--- config.mk ---
export PLATFORM = sky130hd
export DESIGN_NAME = c_pipe_sync_receiver
export DESIGN_NICKNAME = d
export VERILOG_FILES = /design/src/rtl/c_pipe_sync_receiver.sv
export SDC_FILE = /design/constraint.sdc
export NUM_CORES = 1
export LEC_CHECK = 0
export ABC_AREA = 1
export CORE_MARGIN = 8
export CORE_UTILIZATION = 40
export CTS_BUF_LIST = sky130_fd_sc_hd__clkbuf_2 sky130_fd_sc_hd__clkbuf_4 sky130_fd_sc_hd__clkbuf_8
export DETAILED_ROUTE_END_ITERATION = 8
export GPL_ROUTABILITY_DRIVEN = 0
export PLACE_DENSITY_LB_ADDON = 0.15
export SETUP_SLACK_MARGIN = 0.3
export SYNTH_ARGS = -nofsm -noshare
export SYNTH_HDL_FRONTEND = slang
export SYNTH_SLANG_ARGS = --single-unit
--- constraint.sdc ---
create_clock -name wb_clk_i -period 2.24 [get_ports wb_clk_i]
set_input_delay 0.448 -clock wb_clk_i [delete_from_list [all_inputs] [get_ports wb_clk_i]]
set_output_delay 0.448 -clock wb_clk_i [all_outputs]
set_load 0.05 [all_outputs]
--- src/rtl/c_pipe_sync_receiver.sv ---
// Clocked receiver for the 4-phase bundled-data handshake of the C-element pipeline.
// Synchronises the request, captures the bundled word and returns a registered acknowledge.
module c_pipe_sync_receiver #(
  parameter int DATA_W   = 4,
  parameter int SYNC_STG = 2,
  parameter int TIMEOUT  = 255,
  parameter int CNT_W    = 16
) (
  input  logic              wb_clk_i,
  input  logic              wb_rst_i,
  input  logic              async_req_i,
  input  logic [DATA_W-1:0] async_data_i,
  output logic              async_ack_o,
  output logic              m_valid_o,
  output logic [DATA_W-1:0] m_data_o,
  input  logic              m_ready_i,
  output logic [CNT_W-1:0]  hs_count_o,
  output logic              err_timeout_o,
  output logic              busy_o
);

  // Timer is wide enough to reach TIMEOUT-1 without saturating first.
  localparam int TIMER_W = $clog2(TIMEOUT + 2);
  localparam logic [TIMER_W-1:0] TIMER_LAST = TIMER_W'(TIMEOUT - 1);

  typedef enum logic {IDLE, ACK} state_t;

  state_t              state_q, state_d;
  logic [SYNC_STG-1:0] sync_q, sync_d;
  logic                ack_q, ack_d;
  logic                valid_q, valid_d;
  logic [DATA_W-1:0]   data_q, data_d;
  logic [CNT_W-1:0]    cnt_q, cnt_d;
  logic                err_q, err_d;
  logic [TIMER_W-1:0]  timer_q, timer_d;

  logic req_s;
  logic slot_free;
  logic capture;

  always_comb begin
    sync_d    = {sync_q[SYNC_STG-2:0], async_req_i};
    req_s     = sync_q[SYNC_STG-1];
    slot_free = !valid_q || m_ready_i;
    capture   = (state_q == IDLE) && req_s && slot_free;
  end

  always_comb begin
    state_d = state_q;
    data_d  = data_q;
    cnt_d   = cnt_q;
    err_d   = err_q;
    timer_d = timer_q;
    // A word leaving this cycle empties the register unless a capture refills it.
    valid_d = valid_q && !m_ready_i;
    case (state_q)
      IDLE: begin
        if (capture) begin
          data_d  = async_data_i;
          valid_d = 1'b1;
          timer_d = '0;
          state_d = ACK;
        end
      end
      ACK: begin
        if (timer_q != '1) timer_d = timer_q + TIMER_W'(1);
        if (!req_s) begin
          state_d = IDLE;
          cnt_d   = cnt_q + CNT_W'(1);
        end else if ((TIMEOUT != 0) && (timer_q == TIMER_LAST)) begin
          err_d = 1'b1;
        end
      end
    endcase
    ack_d = (state_d == ACK);
  end

  always_ff @(posedge wb_clk_i) begin
    if (wb_rst_i) begin
      state_q <= IDLE;
      sync_q  <= '0;
      ack_q   <= 1'b0;
      valid_q <= 1'b0;
      data_q  <= '0;
      cnt_q   <= '0;
      err_q   <= 1'b0;
      timer_q <= '0;
    end else begin
      state_q <= state_d;
      sync_q  <= sync_d;
      ack_q   <= ack_d;
      valid_q <= valid_d;
      data_q  <= data_d;
      cnt_q   <= cnt_d;
      err_q   <= err_d;
      timer_q <= timer_d;
    end
  end

  assign async_ack_o   = ack_q;
  assign m_valid_o     = valid_q;
  assign m_data_o      = data_q;
  assign hs_count_o    = cnt_q;
  assign err_timeout_o = err_q;
  assign busy_o        = (state_q != IDLE);

endmodule

==> parameters.txt, run 1 <==
Parameter                              Value

Timing
  Worst slew pin tran ... ~0.51 ns
  Final max-slew violation count ... 0
  Final period utilization ... 0.837
  Final period demand of the worst path ... ~1.9 ns
  Max Clock Skew ... 0.00742 ns
  Final count of hold timing violations ... 0
  Sum of negative setup slack ... 0 ns
  Achievable Freq ... 533 MHz
  WHS ... 0.403 ns
  Relative slew margins ... 0.661
  Unrepaired setup endpoints after global routing ... no
  Final setup vio count ... 0

Cells and area
  Final net count ... ~290
  Layout cell share with drive strength beyond 1 ... 0.0836
  Area of the multi-input gates ... between 700 and 800 um^2
  Commonest non-fill, non-tap cells in the layout ... nand2_1, nor2_1, inv_1, dfxtp_1
  Antenna cells ... 0
  Leading cell type in the layout, fill and taps excluded ... nand2_1
  Synthesis-to-finish area growth ... 25.5%
  Total of fill cells in the finished design ... roughly 420
  Storage cell area ... 681 um^2

Floorplanning
  Count of pins on the block boundary ... 32
  Die boundary height ... approximately 80 um
  Number of core rows ... 23
  Placeable core region ... 4000 um^2
  Die X ... 80.4 um
  Area of the die ... 6460 um^2
  Initial cell density of the core ... 0.414

Clock network
  CTS tree ... done
  Number of buffers added to fix hold violations after cts ... 0
  TritonCTS sink count ... 34
  Clock Root Buffer ... clkbuf_8
  Clk pin slew, worst setup/hold paths ... 0.06 ns
  CTS max path bufs ... 2
  TritonCTS buffer count ... 5
  Postcts setup bufs ... 0
  Clock insertion delay at the later pin of the skew report ... 0.28 ns
  H-tree depth ... 2

Run status
  Result of the run ... complete, no violations

Worst setup path
  CP Launch Type ... register
  Data required time at the worst endpoint ... approximately 1.8 ns
  Critical Path Sink Type ... output port
  CP max stage cell ... clkdlybuf4s50_1
  Critical path buffer and inverter count ... 1
  Kind of cell adding the most delay to the critical path ... buffers and inverters
  Worst Path Class, Setup ... register to output port
  Reg-to-reg setup timing slack ... approximately 0.46 ns
  Top fanout value on the critical path ... 2
  Peak per-stage delay on the critical path ... 0.81 ns
  Arrival time worst endpoint ... roughly 1.4 ns
  Critical path cell sequence ... clkdlybuf4s50_1

Power and ir drop
  Switching power as a share of total power ... 0.238
  Peak VDD IR ... 0.425 mV
  Relative contribution of the clock network to total power ... 0.394
  Cell-internal power ... about 910 uW
  Switching power ... 286 uW
  Total Power ... roughly 1.2 mW
  Comb pwr share ... 0.084
  Power density of the placed cells ... 577 nW/um^2
  Leakage component of the power ... 0.964 nW
  Register share of total power ... 0.522

Detailed routing
  Routed wire length per instance ... 11.0 um
  Number of iterations in the first detailed-routing pass ... 4
  Post-detailed-route count of antenna-violating nets ... 0
  Via Count ... approximately 1,500
  Routed via count divided by cell count ... between 4 and 5
  Total routed wirelength ... 3.57 mm
  Initial DRC count ... between 80 and 90
  Number of DRC violations after detailed routing ... 0

Placed design
  DPL Wire Length ... 2.68 mm
  Count of input and output buffers ... 31

Logic synthesis
  Sequential-to-total area share from yosys stat ... 0.411
  Synth warnings ... 0
  #FFs+latches synth ... 34
  Net Count, Synth ... 252
  Post-synthesis cell count ... 240
  Post-synthesis cell type count ... 26
  Mean instance size in the synthesized netlist ... 6.90 um^2
  Post-synthesis instance area ... 1660 um^2

Global routing
  Via count of the first global-routing pass ... 1,417
  Initial antenna violation count ... 0
  Global-route wire length before repair ... 6.33 mm
  GRT Resource Usage Total ... 0.123
  Global-route congestion overflow total ... 0
  Pin count of the biggest net entering global routing ... 16

Min path
  Class of the tightest hold or removal check ... register to register

Run
  Max-capacitance violation count ... 0
## layer usage
| layer | GRT usage | wire length [um] | part of all wire | vias to the layer above |
|---|---|---|---|---|
| met5 | 0 | 0 | 0 | - |
| met4 | 0.0545 | 66 | 0.018 | 0 |
| met3 | 0.0435 | 219 | 0.061 | 5 |
| met2 | 0.173 | 1390 | 0.39 | 35 |
| met1 | 0.163 | 1900 | 0.53 | 647 |
| li1 | - | - | - | 822 |
## logic make-up after synthesis
logic type	share of synthesized area
flops	0.411
xor+xnor	0.0159
fa+ha+maj	0.0302
compound gates	0.0982
buf+inv	0.108
simple gates	0.337
## area by class of cell
type | instances | area share
flip-flops and latches | 34 | 0.327
inverters | 36 | 0.0662
well taps | 50 | 0.0301
clock buffers | 7 | 0.0433
clock inverters | 1 | 0.00241
multi-input cells | 164 | 0.383
repair buffers | 33 | 0.147
## power groups by stage
stage	clock [mW]	sequential, mW	combinational (mW)
2_1_floorplan	0	0.659	0.0489
3_3_place_gp	0	0.639	0.102
3_5_place_dp	0	0.639	0.103
4_1_cts	0.494	0.625	0.102
5_1_grt	0.522	0.627	0.113
6_report	0.473	0.626	0.101
## cells in the mapped netlist, drive strengths merged
| cell | n | area, um^2 |
|---|---|---|
| ha | 4 | 50.1 |
| dfxtp | 34 | 681 |
| a21oi | 15 | 75.1 |
| nand3 | 13 | 65.1 |
| a21boi | 1 | 11.3 |
| or2 | 2 | 15.0 |
| inv | 36 | 138 |
| a31oi | 1 | 6.26 |
| buf | 3 | 30.0 |
| xor2 | 3 | 26.3 |
| nand4 | 9 | 62.6 |
| and3 | 1 | 6.26 |
| nor2 | 48 | 193 |
| nor3 | 2 | 10.0 |
| nand2 | 51 | 206 |
| o21ai | 14 | 70.1 |
| clkbuf | 3 | 11.3 |
## tightest hold or removal path: stages, from the launching register on
cell and delay, ns:
dfxtp_1 0.30, inv_1 0.04, nor2_1 0.03
## what timing repair did
item	in CTS	in global routing
resized for setup	13	1
setup endpoints to repair	13	1
endpoints found under the hold margin	0	0
## final timing paths
check | startpoint | end | cells past startpoint
setup / recovery | m_valid_o$_SDFF_PP0_ | m_valid_o | 1
hold / removal | sync_q[0]$_SDFF_PP0_ | sync_q[1]$_SDFF_PP0_ | 2
setup reg to reg | timer_q[1]$_SDFFE_PP0P_ | timer_q[4]$_SDFFE_PP0P_ | 8
hold reg to reg | sync_q[0]$_SDFF_PP0_ | sync_q[1]$_SDFF_PP0_ | 2
## per-stage QoR
| stage | util | setup WS [ns] | instance area, um^2 | instances |
|---|---|---|---|---|
| after floorplan | - | 0.577 | 1660 | 240 |
| after global placement | 0.500 | 0.478 | 2000 | 317 |
| after detailed placement | 0.500 | 0.465 | 2000 | 317 |
| after CTS | 0.519 | 0.321 | 2080 | 325 |
| after global routing | 0.520 | 0.304 | 2080 | 325 |
| final | 0.520 | 0.366 | 2080 | 325 |
## registers in the layout, summed over array words and instances (netlist names)
| name | cells |
|---|---|
| async_ack_o | 1 |
| err_timeout_o | 1 |
| m_valid_o | 1 |
| timer_q | 9 |
| m_data_o | 4 |
| hs_count_o | 16 |
| sync_q | 2 |
Note: power is estimated with default switching activity, not from simulation.
==> run 2, diff against run 1 <==
==> constraint.sdc (replaced) <==
create_clock -name wb_clk_i -period 1.7 [get_ports wb_clk_i]
set_input_delay 0.34 -clock wb_clk_i [delete_from_list [all_inputs] [get_ports wb_clk_i]]
set_output_delay 0.34 -clock wb_clk_i [all_outputs]
set_load 0.05 [all_outputs]
==> parameters.txt, run 2 (synthesized netlist as in run 1, its figures left out) <==
Parameter                              Value

Placed design
  Count of input and output buffers ... 31 (unchanged)
  DPL Wire Length ... 2.84 mm (+6.0%)
  Placed Cells incl. Taps ... 320 (+0.95%)

Worst setup path
  Launching element of the worst setup path ... timer_q[6]$_SDFFE_PP0P_
  Source of the worst register-to-register timing path ... timer_q[6]$_SDFFE_PP0P_
  Peak per-stage delay on the critical path ... 0.35 ns (-0.46 ns)
  Arrival time worst endpoint ... 1.75 ns (+0.32 ns)
  CP max stage cell ... dfxtp_2
  Number of logic stages on the critical path including buffering ... 9 (+8)
  Data required time at the worst endpoint ... 1.87 ns (+0.08 ns)
  Critical path cell sequence ... inv_2 -> nor3_4 -> and3_4 -> ha_4 -> or2_4 -> nand2_8 -> buf_8 -> a31oi_4 -> nor2_1
  Top fanout value on the critical path ... 7 (+5)
  Reg-to-reg setup timing slack ... 0.12 ns (-0.34 ns)
  Critical Path Sink Type ... register
  Kind of cell adding the most delay to the critical path ... simple AND/OR/NAND/NOR gates
  Critical path buffer and inverter count ... 2 (+1)
  Cell count of the worst reg-to-reg path ... 9 (+1)
  Worst R2R End ... timer_q[4]$_SDFFE_PP0P_
  CP Launch Type ... register
  Worst setup path end ... timer_q[4]$_SDFFE_PP0P_
  Worst Path Class, Setup ... register to register

Timing
  Final count of hold timing violations ... 0 (unchanged)
  Worst slew pin tran ... 0.330 ns (-0.177 ns)
  Final period demand of the worst path ... 1.58 ns
  Sum of negative setup slack ... 0 ns (unchanged)
  Final max-slew violation count ... 0 (unchanged)
  Achievable Freq ... ~630 MHz
  Max Clock Skew ... 0.00947 ns (+0.00205 ns)
  Unrepaired setup endpoints after global routing ... yes
  Relative slew margins ... 0.779 (+0.118)
  Final period utilization ... 0.928
  Final setup vio count ... 0 (unchanged)
  WHS ... 0.405 ns (+0.00117 ns)

Floorplanning
  Placeable core region ... 4000 um^2 (unchanged)
  Die X ... 80.4 um (unchanged)
  Area of the die ... 6460 um^2 (unchanged)
  Count of pins on the block boundary ... 32 (unchanged)
  Number of core rows ... 23 (unchanged)
  Die boundary height ... 80.4 um (unchanged)
  Initial cell density of the core ... 0.414 (unchanged)

Cells and area
  Final net count ... 296 (+3.5%)
  Total of fill cells in the finished design ... 365 (-12%)
  Antenna cells ... 0 (unchanged)
  Post-route non-filler standard cell count ... 335 (+3.1%)
  Storage cell area ... 714 um^2 (+5.0%)
  Synthesis-to-finish area growth ... 40.0%
  Number of flip-flops in the largest register ... 16 (unchanged)
  Layout cell share with drive strength beyond 1 ... 0.309 (+0.225)
  Leading cell type in the layout, fill and taps excluded ... nand2_1
  Finished Core Util ... 0.580 (+0.0601)
  Commonest non-fill, non-tap cells in the layout ... nand2_1, nor2_1, buf_4, inv_1, dfxtp_1
  Area of the multi-input gates ... 935 um^2 (+17%)

Power and ir drop
  Power density of the placed cells ... 669 nW/um^2 (+16%)
  Peak VDD IR ... 0.372 mV (-12%)
  Total Power ... 1.55 mW (+29%)
  Leakage component of the power ... 1.02 nW (+5.5%)

Global routing
  Via count of the first global-routing pass ... 1,464 (+3.3%)
  Global-route wire length before repair ... 6.74 mm (+6.4%)
  GRT Resource Usage Total ... 0.130 (+0.00705)
  Global-route congestion overflow total ... 0 (unchanged)
  Initial antenna violation count ... 0 (unchanged)
  Pin count of the biggest net entering global routing ... 12 (-4)

Clock network
  CTS max path bufs ... 2 (unchanged)
  TritonCTS sink count ... 34 (unchanged)
  Clock insertion delay at the later pin of the skew report ... 0.28 ns (about the same)
  CTS tree ... done
  H-tree depth ... 2 (unchanged)
  Clock Root Buffer ... clkbuf_8
  Number of buffers added to fix hold violations after cts ... 0 (unchanged)
  TritonCTS buffer count ... 5 (unchanged)
  Clk pin slew, worst setup/hold paths ... 0.07 ns (about the same)

Run status
  Result of the run ... complete, no violations

Detailed routing
  Highest metal layer used by the detailed router ... met4
  Routed wire length per instance ... 12.2 um (+11%)
  Number of iterations in the first detailed-routing pass ... 4 (unchanged)
  Routed via count divided by cell count ... 4.71 (+1.5%)
  Total routed wirelength ... 4.08 mm (+14%)
  Number of DRC violations after detailed routing ... 0 (unchanged)
  Via Count ... 1,579 (+4.6%)
  Routed length on met1 ... 1.98 mm (+4.5%)
  Post-detailed-route count of antenna-violating nets ... 0 (unchanged)
  Initial DRC count ... 102 (+19%)
  Routed met2 length ... 1.78 mm (+28%)
  Met3 wire length ... 280 um (+28%)

Min path
  Class of the tightest hold or removal check ... register to register

Run
  Max-capacitance violation count ... 0 (unchanged)
## run 2: cell types whose count changed in the layout (fill, tap and decap cells not counted), moves of 6 or more
cell	change
buf_4	+28
dfxtp_1	-13
dlygate4sd2_1	-13
clkdlybuf4s50_1	-8
dfxtp_4	+7
dfxtp_2	+6
## run 2: worst min-delay path by stage
stage                              start                    to  slack [ns]  depth (start not counted)
finish              sync_q[0]$_SDFF_PP0_  sync_q[1]$_SDFF_PP0_        0.40                          2
global route        sync_q[0]$_SDFF_PP0_  sync_q[1]$_SDFF_PP0_        0.42                          2
CTS                 sync_q[0]$_SDFF_PP0_  sync_q[1]$_SDFF_PP0_        0.40                          2
detailed placement  sync_q[0]$_SDFF_PP0_  sync_q[1]$_SDFF_PP0_        0.40                          2
global placement    sync_q[0]$_SDFF_PP0_  sync_q[1]$_SDFF_PP0_        0.39                          2
floorplan           sync_q[0]$_SDFF_PP0_  sync_q[1]$_SDFF_PP0_        0.39                          2
## run 2: cell type report
class,instances,share of cell area
Clock buffer,5,0.0297
Clock inverter,3,0.00701
Inverter,36,0.0593
Multi-Input combinational cell,164,0.403
Sequential cell,34,0.308
Tap cell,50,0.0270
Timing Repair Buffer,43,0.166
## run 2: what timing repair did
action,4_1_cts,5_1_grt
buffers inserted,5,2
setup endpoints to repair,10,15
resized for setup,15,21
pin swaps,10,11
## run 2: worst reg2reg max path, stage by stage (launching register included)
cell and delay (ns):
dfxtp_2 0.35, inv_2 0.05, nor3_4 0.18, and3_4 0.21
ha_4 0.11, or2_4 0.17, nand2_8 0.09, buf_8 0.15
a31oi_4 0.13, nor2_1 0.05
## run 2: metrics by stage
step                cell area (um^2)  worst slack, ns
floorplan                       1710            0.174
global placement                2060           0.0726
detailed placement              2060           0.0493
CTS                             2220            0.135
global route                    2320           0.0741
finish                          2320            0.123
## run 2: layer usage
metal / up-vias / global-route usage
met2: 37 / 0.199
met5: - / 0
met1: 696 / 0.163
li1: 842 / -
met3: 4 / 0.0469
met4: 0 / 0.0455
## run 2: power by group
group / leakage [nW] / internal (mW) / total (mW) / switching, mW
Sequential: 0.284 / 0.804 / 0.820 / 0.0164
Combinational: 0.692 / 0.0654 / 0.161 / 0.0960
Clock: 0.0416 / 0.280 / 0.570 / 0.289
